## config.mk

```make
export PLATFORM = sky130hd
export DESIGN_NAME = fp_normalize_round
export DESIGN_NICKNAME = d
export VERILOG_FILES = /design/src/rtl/fp_normalize_round.sv
export SDC_FILE = /design/constraint.sdc
export NUM_CORES = 1
export LEC_CHECK = 0
export ABC_AREA = 1
export CAP_MARGIN = 20
export CORE_UTILIZATION = 55
export DETAILED_ROUTE_END_ITERATION = 10
export PLACE_DENSITY = 0.88
export SLEW_MARGIN = 20
export SYNTH_ARGS = -nofsm -noshare
export SYNTH_HDL_FRONTEND = slang
export SYNTH_SLANG_ARGS = --single-unit
```

## constraint.sdc

```tcl
create_clock -name clk -period 2.8 [get_ports clk]
set_input_delay 0.28 -clock clk [delete_from_list [all_inputs] [get_ports clk]]
set_output_delay 0.28 -clock clk [all_outputs]
set_load 0.01 [all_outputs]
```

## src/rtl/fp_normalize_round.sv

```systemverilog
// fp_normalize_round: post-add stage of the binary32 adder.
// Takes the raw aligned sum, normalizes it one left shift per cycle,
// rounds to nearest-even and packs the IEEE-754 result behind valid/ready.
module fp_normalize_round #(
    parameter int ROUND_EN  = 1,
    parameter int MAX_SHIFT = 24
) (
    input  logic        clk,
    input  logic        rst,
    input  logic        in_valid,
    output logic        in_ready,
    input  logic        in_sign,
    input  logic        in_sub,
    input  logic [7:0]  in_exp,
    input  logic [24:0] in_sum,
    input  logic [2:0]  in_grs,
    input  logic        in_inf,
    input  logic        in_nan,
    output logic        out_valid,
    input  logic        out_ready,
    output logic [31:0] out_result,
    output logic        out_overflow,
    output logic        out_inexact,
    output logic        out_zero
);

    localparam int CW = $clog2(MAX_SHIFT + 1);

    typedef enum logic [1:0] {
        IDLE  = 2'd0,
        NORM  = 2'd1,
        ROUND = 2'd2,
        DONE  = 2'd3
    } state_t;

    state_t state;
    state_t state_next;

    // Captured operand bundle; exponent carries a ninth bit for carry headroom
    logic          sign_q;
    logic          sub_q;
    logic          inf_q;
    logic          nan_q;
    logic          zero_q;
    logic [8:0]    exp_q;
    logic [24:0]   sum_q;
    logic          g_q;
    logic          r_q;
    logic          s_q;
    logic [CW-1:0] shift_cnt;

    // Normalization step decode
    logic norm_special;
    logic norm_zero;
    logic norm_rshift;
    logic norm_stop;

    // Rounding and packing
    logic        round_inc;
    logic [24:0] sum_inc;
    logic [23:0] mant;
    logic [8:0]  exp_r;
    logic [7:0]  exp_enc;
    logic [31:0] result_c;
    logic        ovf_c;
    logic        inx_c;
    logic        zero_c;

    // Classify what the current NORM cycle does; the first matching rule wins
    always_comb begin
        norm_special = nan_q | inf_q;
        norm_zero    = 1'b0;
        norm_rshift  = 1'b0;
        norm_stop    = 1'b0;
        if (norm_special) begin
            norm_stop = 1'b1;
        end else if ((sum_q == 25'd0) && !g_q && !r_q && !s_q) begin
            norm_zero = 1'b1;
            norm_stop = 1'b1;
        end else if (sum_q[24]) begin
            norm_rshift = 1'b1;
            norm_stop   = 1'b1;
        end else if (sum_q[23]) begin
            norm_stop = 1'b1;
        end else if ((exp_q == 9'd1) || (shift_cnt == CW'(MAX_SHIFT))) begin
            norm_stop = 1'b1;
        end
    end

    // State register; reset discards any operation in flight
    always_ff @(posedge clk) begin
        if (rst) begin
            state <= IDLE;
        end else begin
            state <= state_next;
        end
    end

    // Next-state and handshake outputs
    always_comb begin
        state_next = state;
        in_ready   = 1'b0;
        out_valid  = 1'b0;
        case (state)
            IDLE: begin
                in_ready = 1'b1;
                if (in_valid) begin
                    state_next = NORM;
                end
            end
            NORM: begin
                if (norm_stop) begin
                    state_next = ROUND;
                end
            end
            ROUND: begin
                state_next = DONE;
            end
            DONE: begin
                out_valid = 1'b1;
                if (out_ready) begin
                    state_next = IDLE;
                end
            end
            default: begin
                state_next = IDLE;
            end
        endcase
    end

    // Round to nearest-even, renormalize a rounding carry and pack the result
    always_comb begin
        round_inc = (ROUND_EN != 0) && g_q && (r_q || s_q || sum_q[0]);
        sum_inc   = sum_q + {24'd0, round_inc};
        mant      = sum_inc[23:0];
        exp_r     = exp_q;
        if (sum_inc[24]) begin
            mant  = sum_inc[24:1];
            exp_r = exp_q + 9'd1;
        end
        exp_enc  = mant[23] ? exp_r[7:0] : 8'd0;
        result_c = 32'd0;
        ovf_c    = 1'b0;
        inx_c    = 1'b0;
        zero_c   = 1'b0;
        if (nan_q) begin
            result_c = 32'h7FC0_0000;
        end else if (inf_q) begin
            result_c = {sign_q, 8'hFF, 23'd0};
        end else if (zero_q) begin
            result_c = {sign_q & ~sub_q, 31'd0};
            zero_c   = 1'b1;
        end else if (exp_r >= 9'd255) begin
            result_c = {sign_q, 8'hFF, 23'd0};
            ovf_c    = 1'b1;
            inx_c    = g_q | r_q | s_q;
        end else begin
            result_c = {sign_q, exp_enc, mant[22:0]};
            inx_c    = g_q | r_q | s_q;
            zero_c   = (exp_enc == 8'd0) && (mant[22:0] == 23'd0);
        end
    end

    // Operand capture, normalization shifts and result registers
    always_ff @(posedge clk) begin
        if (rst) begin
            sign_q       <= 1'b0;
            sub_q        <= 1'b0;
            inf_q        <= 1'b0;
            nan_q        <= 1'b0;
            zero_q       <= 1'b0;
            exp_q        <= 9'd0;
            sum_q        <= 25'd0;
            g_q          <= 1'b0;
            r_q          <= 1'b0;
            s_q          <= 1'b0;
            shift_cnt    <= '0;
            out_result   <= 32'd0;
            out_overflow <= 1'b0;
            out_inexact  <= 1'b0;
            out_zero     <= 1'b0;
        end else begin
            case (state)
                IDLE: begin
                    if (in_valid) begin
                        sign_q    <= in_sign;
                        sub_q     <= in_sub;
                        inf_q     <= in_inf;
                        nan_q     <= in_nan;
                        zero_q    <= 1'b0;
                        exp_q     <= (in_exp == 8'd0) ? 9'd1 : {1'b0, in_exp};
                        sum_q     <= in_sum;
                        g_q       <= in_grs[2];
                        r_q       <= in_grs[1];
                        s_q       <= in_grs[0];
                        shift_cnt <= '0;
                    end
                end
                NORM: begin
                    if (norm_zero) begin
                        zero_q <= 1'b1;
                    end else if (norm_rshift) begin
                        sum_q <= {1'b0, sum_q[24:1]};
                        g_q   <= sum_q[0];
                        r_q   <= g_q;
                        s_q   <= s_q | r_q;
                        exp_q <= exp_q + 9'd1;
                    end else if (!norm_stop) begin
                        sum_q     <= {sum_q[23:0], g_q};
                        g_q       <= r_q;
                        r_q       <= 1'b0;
                        exp_q     <= exp_q - 9'd1;
                        shift_cnt <= shift_cnt + 1'b1;
                    end
                end
                ROUND: begin
                    out_result   <= result_c;
                    out_overflow <= ovf_c;
                    out_inexact  <= inx_c;
                    out_zero     <= zero_c;
                end
                default: begin
                end
            endcase
        end
    end

endmodule

```

==> metrics.cfg, run 1 <==
[run_status]
status=finished, final reports clean

[clock_network]
postCtsSetupRepairBufs=0
clk_pin_slew_ns=0.08
cts_root_buffer=clkbuf_8
cts_buffer_depth=2
cts-resized-gates=0
tritoncts=built
cts_num_sinks=84
clk_latency_ns=0.35
ctsHoldBuffers=0
ctsHtreeMaxLevel=3
cts_made_buffers=9

[critical_path]
cp_max_fo=52
required_ns=3.07
r2r_cells=10
ff2ff_setup_slack_ns=0.22
worstPathArrival_ns=2.85
timing.rr.end=sum_q[19]
crit_path_start_kind=flip-flop
end_kind=flip-flop
path_class=reg -> reg
r2r-start=r_q

[grt]
grt_pass1_vias=5052
antenna_found_initial=0
grt-ovfl-total=0
use_met2_pct=43.2
met1_usage_pct=40.8
grt_pass1_wl_um=23600
grtUsageTotal_pct=28.3
busiest_layer=met2
grt_max_degree=53
grtUsageMet3_pct=4.38

[detailed_routing]
drc=0
via_per_inst=5.69
drt_wl_total_um=14700
antenna_left=0
vias=5904
routedWlPerCell_um=14.1
drt_iter0_markers=607
drt_pass1_iterations=6

[synth]
ys_warn_count=0
yosys-top-cells-area=dfxtp_1, nand2_1, o21ai_0
synth_most_common_cell=nand2_1
synth_top_area_share_pct=30.4
synth.distinct_cells=37
syn_area_per_cell_sq_um=6.63
synth_cells=835
yosysTopAreaCell=dfxtp_1
synth_common_cells=nand2_1, dfxtp_1, nor2_1, inv_1, o21ai_0
synth_edf_count=0
ys_ff_latch=84
syn-cell-area_sq_mm=0.00554
seq_area_frac_synth_pct=30.4
async_reset_ff_share_pct=0
synth-main-ff-cell=dfxtp_1
syn_nets=889

[sta]
worst_slack_ns=0.220
timing.final.crit_period_ns=2.58
timing.final.crit_share_pct=92.1
timing.fmax_ghz=0.388
maxSlewViolCount=0
setup_viol=0
tns_ns=0
tightest_slew_ns=0.533
slew_headroom_pct=64.4
timing.hold.ws_ns=0.291
rsz0062_at_grt=false
hold_violations=0
finClkSkew_ns=0.0157

[final_layout]
diodes=0
fillers=880
finish.instance_area_sq_mm=0.00666
layout-drive-gt1-share_pct=10.1
num-nets-final=955
seq_area_sq_mm=0.00168
multi_input_area_sq_mm=0.00338
areaGrowthSynthToFinish_pct=20.3

[min_path]
hold_start=rst
holdPathEnd=out_result[31]
worstHoldPathCells=2
min-delay-path-class=in -> reg

[placed_design]
dp_slack_ns=0.0578
place.gp.congestion=1.00
place_area_sq_mm=0.00641
io_buffers=80
place_hpwl_um=10700

[floorplan]
die_width_um=102
floorplan.initialDensity_pct=56.7
rows=36
core_sq_mm=0.00977
die-area_sq_mm=0.0105
io-pin-count=81
chipHeight_um=102

[pwr]
p_per_area_mw_per_mm2=1090
power_mw=7.25
power.leakage_nw=2.71
ir_worst_vdd_uv=466

[job]
drv_cap=0

worst max-delay path, cell delays in order (launching register included):
cell and delay, ns:
dfxtp_1 0.33, nor2_1 0.20, nand2_1 0.18, nor4_1 0.37, nand3_1 0.26, nand2_1 0.18
nand2_1 0.08, nand2_1 0.11, buf_4 0.41, o21ai_0 0.20, a21oi_1 0.18
flip-flops by register name (all words and copies together), names as in the netlist, 2 cells and up:
name,cells
out_result,32
sum_q,25
exp_q,9
shift_cnt,5
state,2
worst max-delay path by stage:
stage / start / end / slack [ns]
detailed placement: state[1] / sum_q[19] / 0.06
global route: g_q / out_zero / 0.006
floorplan: g_q / out_result[18] / 0.41
global placement: state[1] / sum_q[11] / 0.17
finish: r_q / sum_q[19] / 0.22
CTS: state[1] / sum_q[19] / 0.05
metal layers:
metal  wire (um)  vias up  part of all wire [%]
met2        6340      324                    43
li1            -     2915                     -
met1        6660     2624                    45
met5           0        -                     0
met3        1380       41                   9.4
met4         276        0                   1.9
logic make-up (layout without fill, tap and decap cells):
logic type,after synthesis,after routing,share of synthesized area [%]
adders and majority gates,10,10,2.26
buffers and inverters,114,184,9.22
DFF,84,84,30.4
AOI/OAI and AO/OA,188,188,20.8
xor gates and xnor gates,22,22,3.48
and+or+nand+nor,417,417,33.9
layout by cell type (no fill, tap or decap), types with 3 or more instances in the layout:
cell type	netlist	routed
inv_1	68	68
o221ai_1	23	23
nand2_1	250	250
clkinv_1	4	3
nand2_4	4	6
xor2_1	18	18
nor2_1	70	69
nand3_2	21	20
dfxtp_1	84	83
o21ai_0	62	62
o22ai_1	7	7
nand4_1	11	11
ha_1	10	10
nand3_1	38	37
nor3_1	7	7
xnor2_1	4	4
a21oi_1	60	60
nand2_2	6	4
clkdlybuf4s50_1	0	79
a221oi_1	3	3
a211oi_1	8	8
a21oi_2	20	20
clkbuf_8	0	10
buf_4	0	12
final cells by class:
cell class	count	share of cell area [%]
clock buffer	11	2.12
clock inverter	4	1.11
inverter	75	4.43
multi-input combinational	637	50.7
sequential	84	25.3
tap	133	2.50
timing repair buffer	94	13.9
power by group:
part | internal [mW] | switching [mW]
registers | 1.61 | 0.414
logic | 1.47 | 2.81
clock network | 0.523 | 0.426
total | 3.60 | 3.65
metrics by stage:
| step | std cells | util [%] |
|---|---|---|
| floorplan | 835 | - |
| finish | 1038 | 68.2 |
| detailed placement | 1023 | 65.5 |
| global route | 1038 | 68.2 |
| CTS | 1038 | 67.7 |
| global placement | 1023 | 65.5 |
(Power assumes the default switching activity.)
==> inputs of run 2 (changes only) <==
CELL_PAD_IN_SITES_DETAIL_PLACEMENT = 1   (was not set)
CELL_PAD_IN_SITES_GLOBAL_PLACEMENT = 2   (was not set)
CORE_UTILIZATION = 30   (was 55)
HOLD_SLACK_MARGIN = 0.08   (was not set)
PLACE_DENSITY = 0.87   (was 0.88)
SKIP_CTS_REPAIR_TIMING = 1   (was not set)
==> run 2 against run 1 <==
Effect of this change:
- highest routed layer unchanged
- worst hold slack gained 0.021 ns
- sequential power is essentially flat
- maximum frequency grew 0.38%
- final cell count grew 10%
- non-clock buffer count grew 10
- clock power grew 18%
- clock skew shrank 0.0054 ns
==> metrics.cfg, run 2 (synthesized netlist as in run 1, its figures left out) <==
[pwr]
switching_share_pct=50.3
power.leakage_nw=2.79
p_per_area_mw_per_mm2=1100
p_clk_share_pct=14.8
p_int_mw=3.77
ir_worst_vdd_uv=371
seqPwrFrac_pct=26.4
power_switching_mw=3.82
combinationalPowerShare_pct=58.7

[final_layout]
regMostFlops=out_result
diodes=0
layout_commonest_cell=nand2_1
top_regs=out_result: 32 flops, sum_q: 25 flops, exp_q: 9 flops
final_cell_mix=nand2_1, dfxtp_1, clkdlybuf4s50_1
largest_reg_flops=32
fillers=2345
num-nets-final=966
layout-drive-gt1-share_pct=11.2
areaGrowthSynthToFinish_pct=24.7
finish.instance_area_sq_mm=0.00691

[floorplan]
chipHeight_um=138
io-pin-count=81
die-area_sq_mm=0.0190
rows=49
core_sq_mm=0.0180
die_width_um=138
floorplan.initialDensity_pct=30.7

[grt]
grt_pass1_vias=5601
grt-ovfl-total=0
grt_max_degree=53
grt_pass1_wl_um=29600
use_met2_pct=30.0
grtUsageMet3_pct=2.70
antenna_found_initial=0
met1_usage_pct=29.9
grtUsageTotal_pct=20.1
busiest_layer=met2

[sta]
worst_slack_ns=0.230
finClkSkew_ns=0.0103
tns_ns=0
tightest_slew_ns=0.558
timing.final.crit_period_ns=2.57
rsz0062_at_grt=true
timing.fmax_ghz=0.389
hold_violations=0
slew_headroom_pct=62.8
maxSlewViolCount=0
setup_viol=0
timing.final.crit_share_pct=91.8

[critical_path]
crit_path_start_kind=flip-flop
crit_family=simple AND/OR/NAND/NOR gates
r2r_cells=20
end_kind=flip-flop
cpPeakStageDelay_ns=0.35
cp_cell_sequence=nand2_1, inv_1, ha_2, nand2_2, nor2_4, nand2_4, nor2_8, nand3_4, nand2_4, buf_8, nand2_1, nand2_1, nand2_1, nor2_1, nand3_1, nor2_1, nand2_1, nand2_1, nand2_1, a21oi_1
crit_cells=20
required_ns=3.08
worstPathArrival_ns=2.85
path_common_cell=nand2_1
cp.buffers_inverters=2
path_class=reg -> reg
cp_max_fo=22
crit_slowest_cell=dfxtp_2

[placed_design]
place_area_sq_mm=0.00659
place.gp.congestion=0.850
place_hpwl_um=13900
dp_slack_ns=-0.00463
io_buffers=80

[clock_network]
tritoncts=built
clk_latency_ns=0.36
ctsHtreeMaxLevel=3
cts_made_buffers=9
cts_buffer_depth=2
cts_num_sinks=84
clk_pin_slew_ns=0.06
cts_root_buffer=clkbuf_16

[job]
drv_cap=0

[run_status]
status=finished, final reports clean

[detailed_routing]
vias=5684
drt_wl_total_um=17900
routedWlPerCell_um=15.6
antenna_left=0
drt_iter0_markers=364
drt_pass1_iterations=4
drc=0
via_per_inst=4.96

[min_path]
worstHoldPathCells=2
min-delay-path-class=in -> reg

## run 2: cell types whose count changed in the layout (fill, tap and decap cells not counted), moves of 2 or more
| cell | change |
|---|---|
| bufinv_16 | -2 |
| clkbuf_16 | +9 |
| buf_4 | +10 |
| clkbuf_8 | -9 |
| clkinv_2 | +3 |
## run 2: final cells by class
type	instances	area, sq um	share of cell area, %
inverter	75	295	4.27
clock inverter	5	27.5	0.398
clock buffer	11	243	3.51
tap	229	287	4.15
timing repair buffer	104	996	14.4
sequential	84	1680	24.4
multi-input combinational	638	3380	48.9
## run 2: final timing paths
path                    end  slack (ns)           start
max                out_zero        0.23             g_q
min          out_result[31]        0.31             rst
max reg2reg        out_zero        0.23             g_q
min reg2reg  out_result[31]        0.47  out_result[31]
## run 2: stage by stage
| stage | util [%] | std cells | total power [mW] | hold slack (ns) |
|---|---|---|---|---|
| global placement | 36.6 | 1129 | 6.36 | 0.456 |
| global route | 38.3 | 1146 | 8.33 | 0.310 |
| CTS | 38.1 | 1145 | 7.57 | 0.311 |
| detailed placement | 36.6 | 1129 | 6.42 | 0.463 |
| finish | 38.3 | 1146 | 7.59 | 0.312 |
| floorplan | - | 835 | 5.03 | 0.439 |
## run 2: power by group through the flow
stage | sequential, mW | combinational, mW | clock, mW
floorplan | 1.95 | 3.08 | 0
global placement | 2.01 | 4.34 | 0
detailed placement | 2.03 | 4.39 | 0
CTS | 2.00 | 4.42 | 1.15
global route | 2.07 | 5.06 | 1.20
finish | 2.01 | 4.46 | 1.12
## run 2: layer usage
| metal | part of all wire, % | wire length, um | up-vias |
|---|---|---|---|
| li1 | - | - | 2936 |
| met5 | 0 | 0 | - |
| met2 | 43 | 7760 | 95 |
| met4 | 1.0 | 179 | 0 |
| met3 | 2.8 | 496 | 13 |
| met1 | 53 | 9440 | 2640 |
==> inputs of run 3 (changes only) <==
PLACE_DENSITY = not set   (was 0.87)
PLACE_DENSITY_LB_ADDON = 0.12   (was not set)
==> run 3 against run 2 <==
Effect of this change:
- sequential power is essentially flat
- sequential cell count did not move
- worst hold slack gained 0.022 ns
- clock power rose by 11%
- final area rose by 0.89%
- highest routed layer unchanged
- clock-buffer cell count is 1 lower
- wire length increased by 8.3%
- setup slack worse by 0.077 ns
- critical path type unchanged
- non-clock buffer count is the same
- register-to-register slack got worse by 0.08 ns
==> metrics.cfg, run 3 (synthesized netlist as in run 1, its figures left out) <==
[grt]
grt_pass1_wl_um=30800
busiest_layer=met2
grt_pass1_vias=5686
grtUsageTotal_pct=21.2
use_met2_pct=31.7
grtUsageMet3_pct=3.87
met1_usage_pct=30.8
grt_max_degree=53
grt-ovfl-total=0
antenna_found_initial=0

[final_layout]
areaGrowthSynthToFinish_pct=25.8
fin_cells=1146
largest_reg_flops=32
layout_commonest_cell=nand2_1
final_cell_mix=nand2_1, dfxtp_1, clkdlybuf4s50_1
num-nets-final=966
layout-drive-gt1-share_pct=11.6
top_regs=out_result: 32 flops, sum_q: 25 flops, exp_q: 9 flops
fillers=2308
diodes=0
regMostFlops=out_result
finish.instance_area_sq_mm=0.00697

[pwr]
ir_worst_vdd_uv=358
power.leakage_nw=2.80
p_per_area_mw_per_mm2=1130

[sta]
timing.hold.ws_ns=0.334
hold_violations=0
timing.final.crit_share_pct=94.5
rsz0062_at_grt=true
timing.fmax_ghz=0.378
maxSlewViolCount=0
finClkSkew_ns=0.0189
tightest_slew_ns=0.598
slew_headroom_pct=60.1
timing.final.crit_period_ns=2.65
setup_viol=0

[min_path]
holdPathEnd=shift_cnt[2]
min-delay-path-class=in -> reg
worstHoldPathCells=4
hold_start=rst

[critical_path]
path_class=reg -> reg
cp.buffers_inverters=2
crit_family=simple AND/OR/NAND/NOR gates
cp_cell_sequence=nand2_1, inv_1, ha_2, nand2_2, nor2_4, nand2_4, nor2_8, nand3_4, nand2_4, buf_12, nand2_1, nand2_1, nand2_1, nor2_2, nand3_1, nor2_1, nand2_1, nand2_1, nand2_1, a21oi_1
ff2ff_setup_slack_ns=0.15
worstPathArrival_ns=2.92
required_ns=3.07
crit_path_start_kind=flip-flop
path_common_cell=nand2_1
r2r_cells=20
timing.rr.end=out_zero
r2r-start=g_q
crit_slowest_cell=dfxtp_1
cpPeakStageDelay_ns=0.38
end_kind=flip-flop
cp_max_fo=22
crit_cells=20

[clock_network]
tritoncts=built
cts_root_buffer=clkbuf_16
cts_num_sinks=84
cts_made_buffers=9
clk_latency_ns=0.36
clk_pin_slew_ns=0.08
cts_buffer_depth=2
ctsHtreeMaxLevel=3

[detailed_routing]
vias=5793
via_per_inst=5.05
drc=0
drt_pass1_iterations=4
drt_wl_total_um=19400
antenna_left=0
routedWlPerCell_um=16.9
drt_iter0_markers=298

[floorplan]
chipHeight_um=138
core_sq_mm=0.0180
rows=49
io-pin-count=81
die_width_um=138
die-area_sq_mm=0.0190
floorplan.initialDensity_pct=30.7

[placed_design]
place_hpwl_um=15100
io_buffers=80
place.gp.congestion=0.820
place_area_sq_mm=0.00659
place_inst=1128

[job]
drv_cap=0

[run_status]
status=finished, final reports clean

## run 3: cell types whose count changed in the layout (fill, tap and decap cells not counted), moves of 2 or more
cell,before,now
nor2_2,1,4
clkinv_2,4,2
buf_12,1,3
nor2_1,70,67
## run 3: tightest hold or removal path, delay by kind of cell
family	cells	cell delay, ns
simple gates	2	0.12
buf+inv	1	0.16
compound gates	1	0.10
## run 3: where the power goes
part           total [mW]  switching (mW)  internal (mW)
clock                1.24           0.526          0.714
combinational        4.64            3.05           1.59
sequential           2.03           0.417           1.61
## run 3: worst max-delay path by stage
stage	start	to	slack [ns]
global route	g_q	out_result[24]	-0.03
finish	g_q	out_zero	0.15
CTS	g_q	out_zero	-0.09
global placement	g_q	out_zero	0.05
floorplan	g_q	out_result[18]	0.41
detailed placement	g_q	out_zero	-0.07
## run 3: layout make-up
| type | count | area (sq um) | share of cell area, % |
|---|---|---|---|
| sequential | 84 | 1680 | 24.1 |
| inverter | 75 | 300 | 4.31 |
| tap | 229 | 287 | 4.11 |
| multi-input combinational | 638 | 3380 | 48.6 |
| clock inverter | 6 | 63.8 | 0.916 |
| timing repair buffer | 104 | 1010 | 14.5 |
| clock buffer | 10 | 239 | 3.43 |
## run 3: through the flow
stage	worst slack (ns)	setup TNS, ns	utilization, %	power, mW
after floorplan	0.411	0	-	5.03
after global routing	-0.0276	-0.288	38.7	8.63
after CTS	-0.0903	-0.0903	38.3	7.89
after detailed placement	-0.0682	-0.0682	36.6	6.61
after global placement	0.0516	0	36.6	6.50
final	0.153	0	38.7	7.91
## run 3: layer usage
layer  routed length (um)  part of all wire [%]
met5                    0                     0
met2                 8320                    43
met1                10200                    53
met3                  621                   3.2
met4                  252                   1.3
==> patch: new RTL, settings of run 2 <==
`MAX_SHIFT`: 24 -> 48.
--- a/src/rtl/fp_normalize_round.sv
+++ b/src/rtl/fp_normalize_round.sv
@@ -3,7 +3,7 @@
 // rounds to nearest-even and packs the IEEE-754 result behind valid/ready.
 module fp_normalize_round #(
     parameter int ROUND_EN  = 1,
-    parameter int MAX_SHIFT = 24
+    parameter int MAX_SHIFT = 48
 ) (
     input  logic        clk,
     input  logic        rst,
Function: same outputs for any inputs over 4 cycles, from zero or initial values and one cycle with rst high; that may be too few to reach the edited logic, so the function may still have changed.
==> patch against run 2 <==
  * The flow now finishes with violations (design-rule violations)
  * Critical path depth did not move
  * Sequential cell count rose by 1
  * Routed wire length rose by 4.5%
  * Final area rose by 2.4%
  * Worst setup slack improved by 0.0073 ns
  * Synthesized cell count rose by 0.60%
  * Worst hold slack improved by 0.10 ns
  * Total power rose by 5.3%
  * Synthesized area rose by 1.3%
==> patch: results (changes against run 2) <==
metric,value,unit,change
synth cell count leaders,"nand2_1 (239), dfxtp_1 (85), nor2_1 (74)",,"was nand2_1 (250), dfxtp_1 (84), nor2_1 (70)"
Post-Syn Area,5610,um^2,was 5540 um^2
share of cells above drive strength 1,0.123,,was 0.112
global-route wire length before repair,31000,um,was 29600 um
IO Port Bufs,80,,unchanged
failing checks,design-rule violations,,
Critical Path AT,2.84,ns,was 2.85 ns
vias per std cell,5.08,,was 4.96
Final non-clock buffer share,0.142,,was 0.144
hpwl dp,14500,um,was 13900 um
Routability Congestion,0.818,,was 0.850
Nets,970,,was 966
critical path's slowest cell,dfxtp_2,,unchanged
fraction of area in registers,0.241,,was 0.244
Worst Reg-to-Reg Cells,20,,unchanged
Synth Net Count,894,,was 889
inverters,72,,was 75
Unique masters post-synth,45,,was 37
"Seq/Total Area, Yosys",0.303,,was 0.304
multi-input logic cell count,645,,was 638
Pwr Density,1130,nW/um^2,was 1100 nW/um^2
filler cell count,2282,,was 2345
clk_skew,0.00620,ns,was 0.0103 ns
DP Area,6650,um^2,was 6590 um^2
Fin Hold WS,0.412,ns,was 0.312 ns
worst slack at placement,-0.0569,ns,was -0.00463 ns
clock network area share,0.0446,,was 0.0391
Initial DRC Count,334,,was 364
DRC,8,,was 0
Final Instance Count excl. Fillers,1150,,was 1146
largest net degree at the start of global routing,50,,was 53
Hold Crit Depth,5,,was 2
vias in the first global route,5904,,was 5601
worst vdd rail ir drop,0.372,mV,was 0.371 mV
r2r startpoint,g_q,,unchanged
Cell Int Power,4.03,mW,was 3.77 mW
total wire length,18700,um,was 17900 um
CP Max Fanout,22,,unchanged
bufs w/o clock,103,,was 104
sequential cell count,85,,was 84
n_diodes,0,,unchanged
Logic power comb,4.55,mW,was 4.46 mW
Syn Inst Count,840,,was 835
Layout area overhead,26.1,%,was 24.7%
Synth Flop Type,dfxtp_1,,unchanged
hold endpoint,sign_q,,was out_result[31]
outcome,finished with violations,,"was finished, final reports clean"
first-pass iteration count of the detailed router,8,,was 4
Pleak,2.82,nW,was 2.79 nW
fmax,0.390,GHz,was 0.389 GHz
"slowest stage delay, CP",0.35,ns,about the same
seq pwr,2.14,mW,was 2.01 mW
multi-input logic portion of the cell area,0.492,,was 0.489
Area contributors post-synth,"dfxtp_1 (30%), nand2_1 (16%), a21oi_1 (5.3%)",,"was dfxtp_1 (30%), nand2_1 (17%), o21ai_0 (5.6%)"
max_slew headroom,0.479,,was 0.628
placed cells,1130,,was 1129
GR Util All Layers,0.201,,about the same
==> patch: changes by cell type in the layout (fill, tap and decap cells not counted), moves of 3 or more <==
| cell | change |
|---|---|
| nand2_1 | -12 |
| o21ai_0 | -4 |
| nand2_2 | +3 |
| o21ai_2 | +3 |
| nand4_1 | -4 |
| nand3_1 | +3 |
| nor4_1 | +5 |
| nor3_1 | +3 |
| nor2_2 | +3 |
==> patch: kinds of logic after synthesis <==
| group | Yosys count | share of synthesized area |
|---|---|---|
| AOI/OAI and AO/OA | 189 | 0.211 |
| buffers and inverters | 111 | 0.0854 |
| adders and majority gates | 10 | 0.0223 |
| xor gates and xnor gates | 23 | 0.0359 |
| and+or+nand+nor | 422 | 0.342 |
| DFF | 85 | 0.303 |
==> patch: per-layer routing <==
layer  up-vias  GRT usage  wire, um
li1       2969          -         -
met1      2767      0.289      9730
met2        95      0.313      8220
met3        10     0.0311       556
met4         0     0.0468       168
met5         -          0         0
